<file path="config.mk">
export PLATFORM = sky130hd
export DESIGN_NAME = id_ex_stage
export DESIGN_NICKNAME = d
export VERILOG_FILES = /design/src/rtl/id_ex_pkg.sv /design/src/rtl/id_ex_stage_hazard_detect.sv /design/src/rtl/id_ex_stage.sv
export SDC_FILE = /design/constraint.sdc
export NUM_CORES = 1
export LEC_CHECK = 0
export BUFFER_PORTS_ARGS = -buffer_cell sky130_fd_sc_hd__buf_4
export CORE_AREA = 3 3 127 129
export DETAILED_ROUTE_END_ITERATION = 16
export DIE_AREA = 0 0 130 132
export PLACE_DENSITY = 0.78
export SLEW_MARGIN = 15
export SYNTH_ARGS = -nofsm -noshare
export SYNTH_HDL_FRONTEND = slang
export SYNTH_SLANG_ARGS = --single-unit
</file>
<file path="constraint.sdc">
create_clock -name Clk -period 4.8 [get_ports Clk]
set_clock_uncertainty 0.15 [all_clocks]
set_input_delay 0.24 -clock Clk [delete_from_list [all_inputs] [get_ports Clk]]
set_output_delay 0.24 -clock Clk [all_outputs]
set_load 0.02 [all_outputs]
</file>
<file path="src/rtl/id_ex_pkg.sv">
// id_ex_pkg: shared control-bit indices, opcode constants and decode helpers for the ID/EX stage.
package id_ex_pkg;
  localparam int CTRL_W        = 10;
  localparam int CTRL_REGWRITE = 0;
  localparam int CTRL_MEMREAD  = 1;
  localparam int CTRL_MEMWRITE = 2;
  localparam int CTRL_MEMTOREG = 3;
  localparam int CTRL_ALUSRC   = 4;
  localparam int CTRL_REGDST   = 5;
  localparam int CTRL_ALUOP_LO = 6;
  localparam int CTRL_ALUOP_HI = 9;
  localparam logic [5:0] OP_RTYPE = 6'd0;
  localparam logic [5:0] OP_BEQ   = 6'd4;
  localparam logic [5:0] OP_BNE   = 6'd5;
  localparam logic [5:0] OP_SW    = 6'd43;
  localparam logic [5:0] OP_LW    = 6'd35;
  localparam logic [5:0] OP_ANDI  = 6'd12;
  localparam logic [5:0] OP_ORI   = 6'd13;
  localparam logic [5:0] OP_XORI  = 6'd14;
  function automatic logic uses_rt(input logic [5:0] op);
    return op inside {OP_RTYPE, OP_BEQ, OP_BNE, OP_SW};
  endfunction
  function automatic logic zero_ext(input logic [5:0] op);
    return op inside {OP_ANDI, OP_ORI, OP_XORI};
  endfunction
endpackage

</file>
<file path="src/rtl/id_ex_stage_hazard_detect.sv">
// hazard_detect: load-use stall when the load in EX targets a register the decode instruction reads.
module hazard_detect
  import id_ex_pkg::*;
(
  input  logic       ex_mem_read_i,
  input  logic [4:0] ex_rt_i,
  input  logic [5:0] op_i,
  input  logic [4:0] rs_i,
  input  logic [4:0] rt_i,
  input  logic       flush_i,
  output logic       stall_o
);
  logic hazard;
  assign hazard  = ex_mem_read_i && ex_rt_i != 5'd0 &&
                   (ex_rt_i == rs_i || (uses_rt(op_i) && ex_rt_i == rt_i));
  // a flushed decode instruction is dead, so it never needs to wait
  assign stall_o = hazard && !flush_i;
endmodule

</file>
<file path="src/rtl/id_ex_stage.sv">
// id_ex_stage: decode-to-execute pipeline register with load-use bubbles, branch flush
// and saturating stall/flush counters.
module id_ex_stage
  import id_ex_pkg::*;
#(
  parameter int DATA_W = 32,
  parameter int CTRL_W = id_ex_pkg::CTRL_W,
  parameter int CNT_W  = 16
) (
  input  logic              Clk,
  input  logic              Rst_n,
  input  logic [31:0]       IF_ID_Instr,
  input  logic [DATA_W-1:0] IF_ID_PCPlus4,
  input  logic [DATA_W-1:0] ReadData1,
  input  logic [DATA_W-1:0] ReadData2,
  input  logic [CTRL_W-1:0] ID_Ctrl,
  input  logic              Flush,
  output logic              Stall,
  output logic [CTRL_W-1:0] EX_Ctrl,
  output logic [DATA_W-1:0] EX_ReadData1,
  output logic [DATA_W-1:0] EX_ReadData2,
  output logic [DATA_W-1:0] EX_Imm,
  output logic [DATA_W-1:0] EX_PCPlus4,
  output logic [4:0]        EX_Rs,
  output logic [4:0]        EX_Rt,
  output logic [4:0]        EX_Rd,
  output logic [CNT_W-1:0]  StallCount,
  output logic [CNT_W-1:0]  FlushCount
);
  logic [CTRL_W-1:0] ctrl_q, ctrl_d;
  logic [DATA_W-1:0] rd1_q, rd2_q, imm_q, pc_q, imm_d;
  logic [4:0]        rs_q, rt_q, rd_q;
  logic [CNT_W-1:0]  stall_cnt_q, flush_cnt_q;
  logic [5:0]        op;
  assign op = IF_ID_Instr[31:26];
  hazard_detect u_hazard (
    .ex_mem_read_i(ctrl_q[CTRL_MEMREAD]),
    .ex_rt_i      (rt_q),
    .op_i         (op),
    .rs_i         (IF_ID_Instr[25:21]),
    .rt_i         (IF_ID_Instr[20:16]),
    .flush_i      (Flush),
    .stall_o      (Stall)
  );
  always_comb begin
    imm_d  = zero_ext(op) ? {{(DATA_W-16){1'b0}}, IF_ID_Instr[15:0]}
                          : {{(DATA_W-16){IF_ID_Instr[15]}}, IF_ID_Instr[15:0]};
    ctrl_d = (Flush || Stall) ? '0 : ID_Ctrl;
  end
  // data/index fields load even for a bubble; they are ignored while ctrl is zero
  always_ff @(posedge Clk) begin
    if (!Rst_n) begin
      ctrl_q <= '0;
      rd1_q  <= '0;
      rd2_q  <= '0;
      imm_q  <= '0;
      pc_q   <= '0;
      rs_q   <= '0;
      rt_q   <= '0;
      rd_q   <= '0;
    end else begin
      ctrl_q <= ctrl_d;
      rd1_q  <= ReadData1;
      rd2_q  <= ReadData2;
      imm_q  <= imm_d;
      pc_q   <= IF_ID_PCPlus4;
      rs_q   <= IF_ID_Instr[25:21];
      rt_q   <= IF_ID_Instr[20:16];
      rd_q   <= IF_ID_Instr[15:11];
    end
  end
  always_ff @(posedge Clk) begin
    if (!Rst_n) begin
      stall_cnt_q <= '0;
      flush_cnt_q <= '0;
    end else begin
      if (Flush && !(&flush_cnt_q)) flush_cnt_q <= flush_cnt_q + CNT_W'(1);
      if (Stall && !(&stall_cnt_q)) stall_cnt_q <= stall_cnt_q + CNT_W'(1);
    end
  end
  assign EX_Ctrl      = ctrl_q;
  assign EX_ReadData1 = rd1_q;
  assign EX_ReadData2 = rd2_q;
  assign EX_Imm       = imm_q;
  assign EX_PCPlus4   = pc_q;
  assign EX_Rs        = rs_q;
  assign EX_Rt        = rt_q;
  assign EX_Rd        = rd_q;
  assign StallCount   = stall_cnt_q;
  assign FlushCount   = flush_cnt_q;
endmodule

</file>
==> impl_metrics.ini <==
[grt]
grt_max_degree = 94
antenna_found_initial = 2
overflow = 0
grt_pass1_wl_um = 29200
grt_pass1_vias = 5540
grt_usage_pct = 22.1

[timing]
worstMarginPinSlew_ns = 0.853
drv_slew = 0
min_period_ns = 2.93
hold_violations = 0
finalCritPeriodShare_pct = 61.0
grt_setup_unrepaired = false
setup_viol = 0
fmax_mhz = 341
tns_ns = 0
slew_headroom_pct = 42.5

[floorplanning]
die_x_um = 130
ios = 327
start_util_pct = 36.1
die_y_um = 132
die_area_um2 = 17200
row_count = 45
coreArea_um2 = 15100

[synthesis]
synth_common_cells = dfxtp_1, and2_1, nor2_1
ys_seq_area_share_pct = 60.4
syn_area_um2 = 5470
synthArstFlopShare_pct = 0
synth_edf_count = 0
ys_top_cells_by_area = dfxtp_1, and2_1, buf_4, xnor2_1, mux2i_1
yosysMostFrequentCell = dfxtp_1
netlist.area_leader.share_pct = 60.4
ys.flop_type = dfxtp_1
syn_nets = 655
yosysTopAreaCell = dfxtp_1
syn_area_per_cell_um2 = 10.7
yosysWarnings = 0
synth-seq-cells = 165
synthCells = 512
synth_cell_types = 43

[route]
num_vias = 5172
dr.pass1.iters = 4
drt_iter0_markers = 225
route.detailed.drc = 0
routedWlPerCell_um = 16.6
vias_per_cell = 4.49
routed_wl_um = 19100
ant_nets = 0

[worst_setup_path]
reg2reg_depth = 6
reg2reg_to = StallCount[12]
endpoint_kind = primary output
critPathLaunchType = primary input
cp.required_ns = 4.41
r2r_start = EX_Rt[0]
worstSetupPathType = primary input to primary output
crit_fanout = 15
cp.arrival_ns = 2.54
r2r_setup_slack_ns = 2.21

[power_and_ir_drop]
p_leak_nw = 4.59
peakVddDrop_v = 0.000239
power_density_nw_per_um2 = 339

[final_layout]
syn2layout_area_growth_pct = 80.5
drive_above_1_share_pct = 37.7
nNetsFinal = 1093
finalInstanceArea_um2 = 9870

[clocking]
clkSlewWorstSetupHoldPaths_ns = 0.06
cts_setup_buffers = 0
cts.path.max_buffers = 2
cts_tree = yes
clkLatencyLatePin_ns = 0.41
cts_buffers = 17
clockRootBuffer = clkbuf_16
numClockSinks = 165
h-tree-depth = 4

[hold_path]
hold_path_depth = 3
worstHoldStart = Flush
min_to = EX_Ctrl[5]
hold_class = primary input to flop

[flow_run]
maxCapViolCount = 0

[placement]
place_area_um2 = 7910
io_buffers = 326
gp_congestion = 0.758
dp_hpwl_um = 11900

[outcome]
outcome = finished, final reports clean
[power breakdown]
group	switching (W)	internal [W]	leakage, nW
clock network	0.000559	0.000866	0.294
logic	0.000205	0.000262	2.93
registers	0.0000261	0.00143	1.37
[layer usage]
metal | routed length [um] | vias to the layer above | global-route usage (%)
li1 | - | 2513 | -
met1 | 6510 | 2362 | 21.6
met2 | 10100 | 247 | 39.9
met3 | 1690 | 50 | 8.79
met4 | 756 | 0 | 10.5
met5 | 0 | - | 0
[worst max-delay path by stage]
stage                                from              to  slack (ns)  depth (start not counted)
after global routing      IF_ID_Instr[16]           Stall        1.72                          8
after floorplan             FlushCount[0]   FlushCount[7]        2.33                          8
final                     IF_ID_Instr[16]           Stall        1.87                          8
after global placement    IF_ID_Instr[27]           Stall        2.13                          6
after CTS                        EX_Rt[0]           Stall        1.88                          5
after detailed placement  IF_ID_Instr[26]  StallCount[12]        2.09                          8
[critical path: stages]
cell,delay [ns]
dlygate4sd3_1,0.57
buf_4,0.15
xnor2_1,0.13
nand4_1,0.15
a2111o_1,0.33
a211o_1,0.37
inv_1,0.37
buf_4,0.23
[kinds of logic (layout without fill, tap and decap cells)]
kind of cell,Yosys count,after routing,synth area share [%]
other,0,2,0
DFF,165,165,60.4
and+or+nand+nor,239,239,25.4
muxes,10,10,1.83
AOI/OAI and AO/OA,22,22,2.86
adders and majority gates,2,2,0.457
buffers and inverters,49,500,5.05
xor gates and xnor gates,25,25,4.00
[cell usage in the layout (no fill, tap or decap), types with 4 or more instances in the layout]
cell,synthesis,final
and2_1,132,132
inv_1,7,7
nand2_1,18,18
o21ai_0,4,4
dlygate4sd3_1,0,134
xor2_1,9,9
dfxtp_1,165,165
nor2_1,23,23
xnor2_1,16,16
and3_1,7,7
mux2i_1,10,10
nor3_1,4,4
nand3_1,18,18
nand2b_1,9,9
clkbuf_16,0,17
a21oi_1,7,7
nand4_1,8,8
buf_4,21,327
[final cells by class]
class                   count  area (um2)
diodes                      2        5.00
clock buffers              22         474
clock inverters            10         144
fillers                  1139        5270
inverters                   7        26.3
multi-input cells         298        1890
flip-flops and latches    165        3300
well taps                 188         235
repair buffers            461        3800
[state kept, by name, summed over array words and instances, names as in the netlist]
register	cells
EX_ReadData1	32
EX_Imm	17
EX_Rt	5
EX_ReadData2	32
EX_Rs	5
EX_PCPlus4	32
StallCount	16
FlushCount	16
EX_Ctrl	10
[through the flow]
stage	setup slack, ns	hold WS, ns	cells	util [%]	total power [W]
after floorplan	2.33	0.212	512	-	0.00165
after detailed placement	2.09	0.299	985	52.2	0.00185
after CTS	1.88	0.130	1151	65.2	0.00336
after global placement	2.13	0.295	985	52.2	0.00184
after global routing	1.72	0.170	1153	65.2	0.00348
final	1.87	0.154	1153	65.2	0.00335
[repair_timing]
action	4_1_cts	5_1_grt
gates resized for setup	0	0
endpoints found under the hold margin	133	0
hold buffers	134	0
No activity file was read; power rests on OpenSTA's default activity.
